File: src/rtl/dsp_pkg.sv
// Shared constants and types for the DSP program sequencer: opcodes, ALU and mux encodings, FSM state.
// The optional interrupt state exists only when DSP_SEQ_INT_EN is defined.
package dsp_pkg;

  // Opcode lives in instr[15:12]; unlisted values (4'hC..4'hE) execute as NOP.
  localparam logic [3:0] OP_LAC  = 4'h0;
  localparam logic [3:0] OP_ADD  = 4'h1;
  localparam logic [3:0] OP_SUB  = 4'h2;
  localparam logic [3:0] OP_SACL = 4'h3;
  localparam logic [3:0] OP_LT   = 4'h4;
  localparam logic [3:0] OP_MPY  = 4'h5;
  localparam logic [3:0] OP_PAC  = 4'h6;
  localparam logic [3:0] OP_APAC = 4'h7;
  localparam logic [3:0] OP_ZAC  = 4'h8;
  localparam logic [3:0] OP_B    = 4'h9;
  localparam logic [3:0] OP_BZ   = 4'hA;
  localparam logic [3:0] OP_HALT = 4'hB;
  localparam logic [3:0] OP_NOP  = 4'hF;

  localparam logic [2:0] ALU_PASS = 3'd0;
  localparam logic [2:0] ALU_ADD  = 3'd1;
  localparam logic [2:0] ALU_SUB  = 3'd2;

  localparam logic [1:0] ALU_IN_MEM = 2'd0;
  localparam logic [1:0] ALU_IN_P   = 2'd1;

  localparam logic [2:0] ACC_ALU  = 3'd0;
  localparam logic [2:0] ACC_MEM  = 3'd1;
  localparam logic [2:0] ACC_P    = 3'd2;
  localparam logic [2:0] ACC_ZERO = 3'd4;

  localparam logic [1:0] PC_TARGET = 2'd0;
  localparam logic [1:0] PC_INC    = 2'd3;

  typedef enum logic [2:0] {
    ST_IDLE,
    ST_FETCH,
    ST_EXEC,
    ST_BR2,
    ST_HALTED
`ifdef DSP_SEQ_INT_EN
    , ST_INT
`endif
  } state_e;

  typedef enum logic [1:0] {
    CLS_OP,
    CLS_B,
    CLS_BZ,
    CLS_HALT
  } instr_class_e;

  typedef struct packed {
    logic       accum_ld;
    logic       t_ld;
    logic       p_ld;
    logic       data_we;
    logic [2:0] alu_ctrl;
    logic [1:0] alu_in_sel;
    logic [2:0] accum_in_sel;
  } ctrl_t;

endpackage

File: src/rtl/dsp_seq_decode.sv
// Combinational opcode decode: instruction class plus the datapath control bundle for EXEC.
module dsp_seq_decode
  import dsp_pkg::*;
(
  input  logic [3:0]   opcode,
  output instr_class_e cls,
  output ctrl_t        ctrl
);

  // NOTE: every output gets a default before the case so no path leaves it unassigned (no latch).
  always_comb begin
    cls  = CLS_OP;
    ctrl = '0;
    case (opcode)
      OP_LAC: begin
        ctrl.accum_ld     = 1'b1;
        ctrl.accum_in_sel = ACC_MEM;
      end
      OP_ADD, OP_SUB: begin
        ctrl.accum_ld     = 1'b1;
        ctrl.accum_in_sel = ACC_ALU;
        ctrl.alu_in_sel   = ALU_IN_MEM;
        ctrl.alu_ctrl     = (opcode == OP_ADD) ? ALU_ADD : ALU_SUB;
      end
      OP_SACL: ctrl.data_we = 1'b1;
      OP_LT:   ctrl.t_ld    = 1'b1;
      OP_MPY:  ctrl.p_ld    = 1'b1;
      OP_PAC: begin
        ctrl.accum_ld     = 1'b1;
        ctrl.accum_in_sel = ACC_P;
      end
      OP_APAC: begin
        ctrl.accum_ld     = 1'b1;
        ctrl.accum_in_sel = ACC_ALU;
        ctrl.alu_in_sel   = ALU_IN_P;
        ctrl.alu_ctrl     = ALU_ADD;
      end
      OP_ZAC: begin
        ctrl.accum_ld     = 1'b1;
        ctrl.accum_in_sel = ACC_ZERO;
      end
      OP_B:    cls = CLS_B;
      OP_BZ:   cls = CLS_BZ;
      OP_HALT: cls = CLS_HALT;
      default: ;
    endcase
  end

endmodule

File: src/rtl/dsp_sequencer.sv
// Fetch/execute control FSM for a small accumulator DSP: drives PC, datapath enables and a retired count.
// Define DSP_SEQ_INT_EN to add the irq/int_ack interrupt entry (vector 12'h002 supplied by the datapath).
module dsp_sequencer
  import dsp_pkg::*;
#(
  parameter int PC_W  = 12,
  parameter int CNT_W = 16
) (
  input  logic             clk,
  input  logic             reset,
  input  logic             start,
  input  logic [15:0]      instr,
  input  logic             acc_zero,
`ifdef DSP_SEQ_INT_EN
  input  logic             irq,
  output logic             int_ack,
`endif
  output logic             pc_ld,
  output logic [1:0]       pc_sel,
  output logic [2:0]       alu_ctrl,
  output logic [1:0]       alu_in_sel,
  output logic [2:0]       accum_in_sel,
  output logic             accum_ld,
  output logic             t_ld,
  output logic             p_ld,
  output logic             data_we,
  output logic             busy,
  output logic             halted,
  output logic [CNT_W-1:0] retired
);

  // Branch targets come from a 12-bit field, so the PC must be at least that wide.
  if (PC_W < 12) begin : g_pc_w_check
    $error("dsp_sequencer: PC_W must be >= 12");
  end

  state_e             state_q, state_d;
  logic               br_taken_q, br_taken_d;
  logic [CNT_W-1:0]   retired_q;
  logic               retire;
  instr_class_e       dec_cls;
  ctrl_t              dec_ctrl;
  ctrl_t              ctrl;
  logic               unused_operand;

  assign unused_operand = ^instr[11:0];

  dsp_seq_decode u_decode (
    .opcode (instr[15:12]),
    .cls    (dec_cls),
    .ctrl   (dec_ctrl)
  );

  // NOTE: sequential state uses non-blocking assignments so all registers update from pre-edge values.
  always_ff @(posedge clk or posedge reset) begin
    if (reset) begin
      state_q    <= ST_IDLE;
      br_taken_q <= 1'b0;
      retired_q  <= '0;
    end else begin
      state_q    <= state_d;
      br_taken_q <= br_taken_d;
      if (retire) retired_q <= retired_q + CNT_W'(1);
    end
  end

  always_comb begin
    state_d    = state_q;
    br_taken_d = br_taken_q;
    retire     = 1'b0;
    ctrl       = '0;
    pc_ld      = 1'b0;
    pc_sel     = PC_TARGET;
`ifdef DSP_SEQ_INT_EN
    int_ack    = 1'b0;
`endif
    case (state_q)
      ST_IDLE, ST_HALTED: if (start) state_d = ST_FETCH;
      ST_FETCH:           state_d = ST_EXEC;
      ST_EXEC: begin
        case (dec_cls)
          CLS_OP: begin
            ctrl    = dec_ctrl;
            pc_ld   = 1'b1;
            pc_sel  = PC_INC;
            retire  = 1'b1;
            state_d = ST_FETCH;
          end
          CLS_B, CLS_BZ: begin
            // Step over the opcode word; BR2 then sees the target word on instr.
            pc_ld      = 1'b1;
            pc_sel     = PC_INC;
            br_taken_d = (dec_cls == CLS_B) || acc_zero;
            state_d    = ST_BR2;
          end
          default: begin
            retire  = 1'b1;
            state_d = ST_HALTED;
          end
        endcase
      end
      ST_BR2: begin
        pc_ld   = 1'b1;
        pc_sel  = br_taken_q ? PC_TARGET : PC_INC;
        retire  = 1'b1;
        state_d = ST_FETCH;
      end
`ifdef DSP_SEQ_INT_EN
      ST_INT: begin
        pc_ld   = 1'b1;
        pc_sel  = PC_TARGET;
        int_ack = 1'b1;
        state_d = ST_FETCH;
      end
`endif
      default: state_d = ST_IDLE;
    endcase
`ifdef DSP_SEQ_INT_EN
    if (irq && (state_q == ST_EXEC || state_q == ST_BR2)) state_d = ST_INT;
`endif
  end

  assign accum_ld     = ctrl.accum_ld;
  assign t_ld         = ctrl.t_ld;
  assign p_ld         = ctrl.p_ld;
  assign data_we      = ctrl.data_we;
  assign alu_ctrl     = ctrl.alu_ctrl;
  assign alu_in_sel   = ctrl.alu_in_sel;
  assign accum_in_sel = ctrl.accum_in_sel;
  assign busy         = (state_q != ST_IDLE) && (state_q != ST_HALTED);
  assign halted       = (state_q == ST_HALTED);
  assign retired      = retired_q;

endmodule

File: config.mk
export PLATFORM = sky130hd
export DESIGN_NAME = dsp_sequencer
export DESIGN_NICKNAME = d
export VERILOG_FILES = /design/src/rtl/dsp_pkg.sv /design/src/rtl/dsp_seq_decode.sv /design/src/rtl/dsp_sequencer.sv
export SDC_FILE = /design/constraint.sdc
export NUM_CORES = 1
export LEC_CHECK = 0
export BUFFER_PORTS_ARGS = -buffer_cell sky130_fd_sc_hd__buf_4
export CELL_PAD_IN_SITES_DETAIL_PLACEMENT = 0
export CELL_PAD_IN_SITES_GLOBAL_PLACEMENT = 1
export CORE_ASPECT_RATIO = 0.7
export CORE_MARGIN = 2
export CORE_UTILIZATION = 35
export DETAILED_ROUTE_END_ITERATION = 10
export PLACE_DENSITY_LB_ADDON = 0.12
export SYNTH_ARGS = -nofsm -noshare
export SYNTH_HDL_FRONTEND = slang
export SYNTH_SLANG_ARGS = --single-unit
File: constraint.sdc
create_clock -name clk -period 5.2 [get_ports clk]
set_clock_uncertainty 0.1 [all_clocks]
set_input_delay 0.78 -clock clk [delete_from_list [all_inputs] [get_ports clk]]
set_output_delay 0.78 -clock clk [all_outputs]
set_load 0.02 [all_outputs]
==> results list <==
* Result of the run: complete, no violations
- Summed over all layers, the global routing overflow is 0.
- The die is 72.9 µm wide.
- The max-slew violation total from the final report is 0.
- Least-Margin Pin Slew: 745 ps
- At the placement stage, the worst setup path has a slack of 2060 ps.
- Detailed-routing iteration count for the pre-antenna-repair pass: 4
* Sequential cell area: 500 µm²
- Max Cap Violations: 0
- Depth of the CTS H-tree: 1
- Clock buffers created by TritonCTS: 3
- Startpoint of the worst-slack reg-to-reg timing path: state_q[2]$_DFFE_PP0P_
- Maximum number of pins on one net before global-route repair: 21
* Via count of the first global-routing pass: 936
* Synthesized area: 1160 µm²
* Worst min-delay path startpoint: retired[15]$_DFFE_PP0P_
* Final critical path time including I/O delays and setup: 3130 ps
- Vias per cell: 4.82
* Post-route setup TNS: 0 ps
- Critical-path maximum fanout: 6
- A synthesized cell averages 9.09 µm².
- For this configuration, the core starts out at a cell density of 36.7%.
- Sorting the synthesized cells by area gives the leading types as dfrtp_1 (43%), xnor2_1 (6.8%), xor2_1 (5.3%), nand2_1 (4.8%), ha_1 (4.3%).
- Timing would allow up to 319 MHz.
- The biggest area contributor in the post-synthesis netlist is dfrtp_1.
* I/O pin count: 53
- Cells on Worst Hold Path: 1
- HPWL Detailed: 1.94 mm
- Post-route DRC violation count: 0
- RePlAce Congestion: 0.775
* Max IR drop VDD: 0.246 mV
* Number of setup violations in the final report: 0
* CTS resizes: 0
* Logic depth of the worst register-to-register path: 4
- CTS saw 20 sinks.
- Class of the tightest hold or removal check: reg -> reg
* Total wire length after detailed routing: 2.46 mm
- In this run the core area contains 17 standard-cell rows.
- Post-synthesis cell count: 128
- Violation count after the first detailed-routing iteration: 65
- Hold-fix buffer count after cts: 0
* Setup WS post-layout: 2070 ps
- Worst Setup Path Type: in -> out
- Counting distinct cell types in the post-synthesis netlist gives 31.
- Data arrives at the worst endpoint at 2250 ps.
* Detail-routed net length per standard cell: 12.2 µm
* Endpoint of the worst hold path: retired[15]$_DFFE_PP0P_
- Total area of multi-input combinational cells: 607 µm²
* RR Endpoint: retired[15]$_DFFE_PP0P_
- Tracing the worst setup path back leads to its startpoint at instr[15].
* Residual antenna-violating net count after detailed routing: 0
- The later pin in the worst-skew pair is clocked with a latency of 250 ps.
- The Yosys step of the flow raised 0 warnings.
- The core region is 3170 µm².
- Share of Yosys cell area claimed by the top area cell type: 43.0%
- The count of buffers added on input and output ports is 38.
- Number of antenna violations at the first check in global routing: 0
- Unrepaired setup endpoints after global routing: no
- Floorplan die area: 3810 µm²
* Post-CTS setup buffers: 0
* CP required: 4320 ps
- Detailed routing inserted a total of 973 vias.
- For this design the ratio of total power to cell area is 390 nW/µm².
- Overall global routing resource usage: 15.0%
* Filler Cells Inserted: 320
- Counting along the longest clock path gives a buffer depth of 2.
- Clock transition at the registers of the reported paths: 70 ps
- Diode count: 0
- For this run, the register share of the synthesized area comes to 43.0%.
- NumNets Final: 190
- Fraction of final layout cells with drive strength greater than 1: 27.4%
- CTS tree: built
- Startpoint class of the critical path: input port
- Height of the die: 52.2 µm
* Worst setup slack for register-to-register paths: 3460 ps
- Global-route wire length before repair: 4.34 mm
- The worst pin sits at a relative slew slack of 50.3%.
- Compared with the post-synthesis result, the final layout area differs by 29.6%.
- The worst path uses 60.2% of the clock period.
- Static power due to leakage: 0.738 nW
- CTS root buf: clkbuf_8
* Critical path endpoint category: output pin
* Final-report hold violation count: 0
- Synthesis-stage register bit count: 20
## worst max-delay path, cell delays in order
cell and delay, ps:
buf_4 130, nor2b_1 150, nand2_1 110, ha_1 150, nand4bb_1 220, nor2_1 190
nand2_1 130, nor3b_1 230, buf_4 180
## cell usage after synthesis, drive strengths merged
master   instances
a21oi            5
or4              1
nand4bb          1
and3b            1
nor2            12
a21boi           1
inv              7
mux2             1
nand3            7
and4             1
nor4b            1
a21o             1
xnor2            9
nor2b            3
clkbuf           3
nand2           15
nand4            3
nand2b           2
dfrtp           20
and2             1
nor3             8
nor3b            4
ha               4
a211oi           1
nor4             3
and3             2
buf              3
xor2             7
conb             1
## report_power, final
part / total (mW) / leakage, nW / switching, mW / internal, mW
clock network: 0.0982 / 0.0216 / 0.0467 / 0.0515
registers: 0.238 / 0.251 / 0.0471 / 0.191
logic: 0.253 / 0.465 / 0.146 / 0.106
total: 0.589 / 0.738 / 0.240 / 0.349
## routing by layer
layer	track usage, %	up-vias	share of wire (%)
met5	0	-	0
met3	5.38	0	6.3
li1	-	501	-
met1	21.5	445	54
met2	22.6	27	40
met4	0.926	0	0
## final cells by class
type	count	area share [%]
clock buffer	3	2.74
inverter	7	1.74
multi-input combinational	96	40.2
sequential	20	33.2
tap	38	3.15
timing repair buffer	38	18.9
## worst max-delay path by stage
| stage | slack [ps] | cells after the start | end |
|---|---|---|---|
| after floorplan | 1560 | 8 | pc_sel[1] |
| after global placement | 2120 | 9 | p_ld |
| after detailed placement | 2060 | 9 | p_ld |
| after CTS | 2050 | 9 | p_ld |
| after global routing | 1860 | 9 | p_ld |
| final | 2070 | 9 | p_ld |
## registers in the layout, indices dropped and copies added (netlist names)
signal,count
br_taken_q,1
retired,16
state_q,3
## through the flow
step / utilization, % / power (mW) / instance area, µm² / std cells / hold slack [ps]
after floorplan: - / 0.399 / 1170 / 129 / 352
after global placement: 46.3 / 0.492 / 1470 / 199 / 358
after detailed placement: 46.3 / 0.495 / 1470 / 199 / 364
after CTS: 47.6 / 0.595 / 1510 / 202 / 374
after global routing: 47.6 / 0.634 / 1510 / 202 / 405
final: 47.6 / 0.589 / 1510 / 202 / 370
## kinds of logic (layout without fill, tap and decap cells)
| group | after synthesis | in the layout | synth area share (%) |
|---|---|---|---|
| and+or+nand+nor | 65 | 65 | 30.1 |
| DFF | 20 | 20 | 43.0 |
| xor gates and xnor gates | 16 | 16 | 12.0 |
| buffers and inverters | 13 | 48 | 5.16 |
| AOI/OAI and AO/OA | 8 | 8 | 4.09 |
| adders and majority gates | 4 | 4 | 4.30 |
| other | 1 | 2 | 0.322 |
| muxes | 1 | 1 | 0.968 |
## placed cells by master (no fill, tap or decap), types with 4 or more instances in the layout
| master | instances |
|---|---|
| buf_4 | 38 |
| dfrtp_1 | 20 |
| nand2_1 | 15 |
| nor2_1 | 12 |
| xnor2_1 | 9 |
| nand3_1 | 7 |
| nor3_1 | 7 |
| xor2_1 | 7 |
| inv_1 | 7 |
| a21oi_1 | 5 |
| nor3b_1 | 4 |
| ha_1 | 4 |
Power figures use the tool's default switching activity.
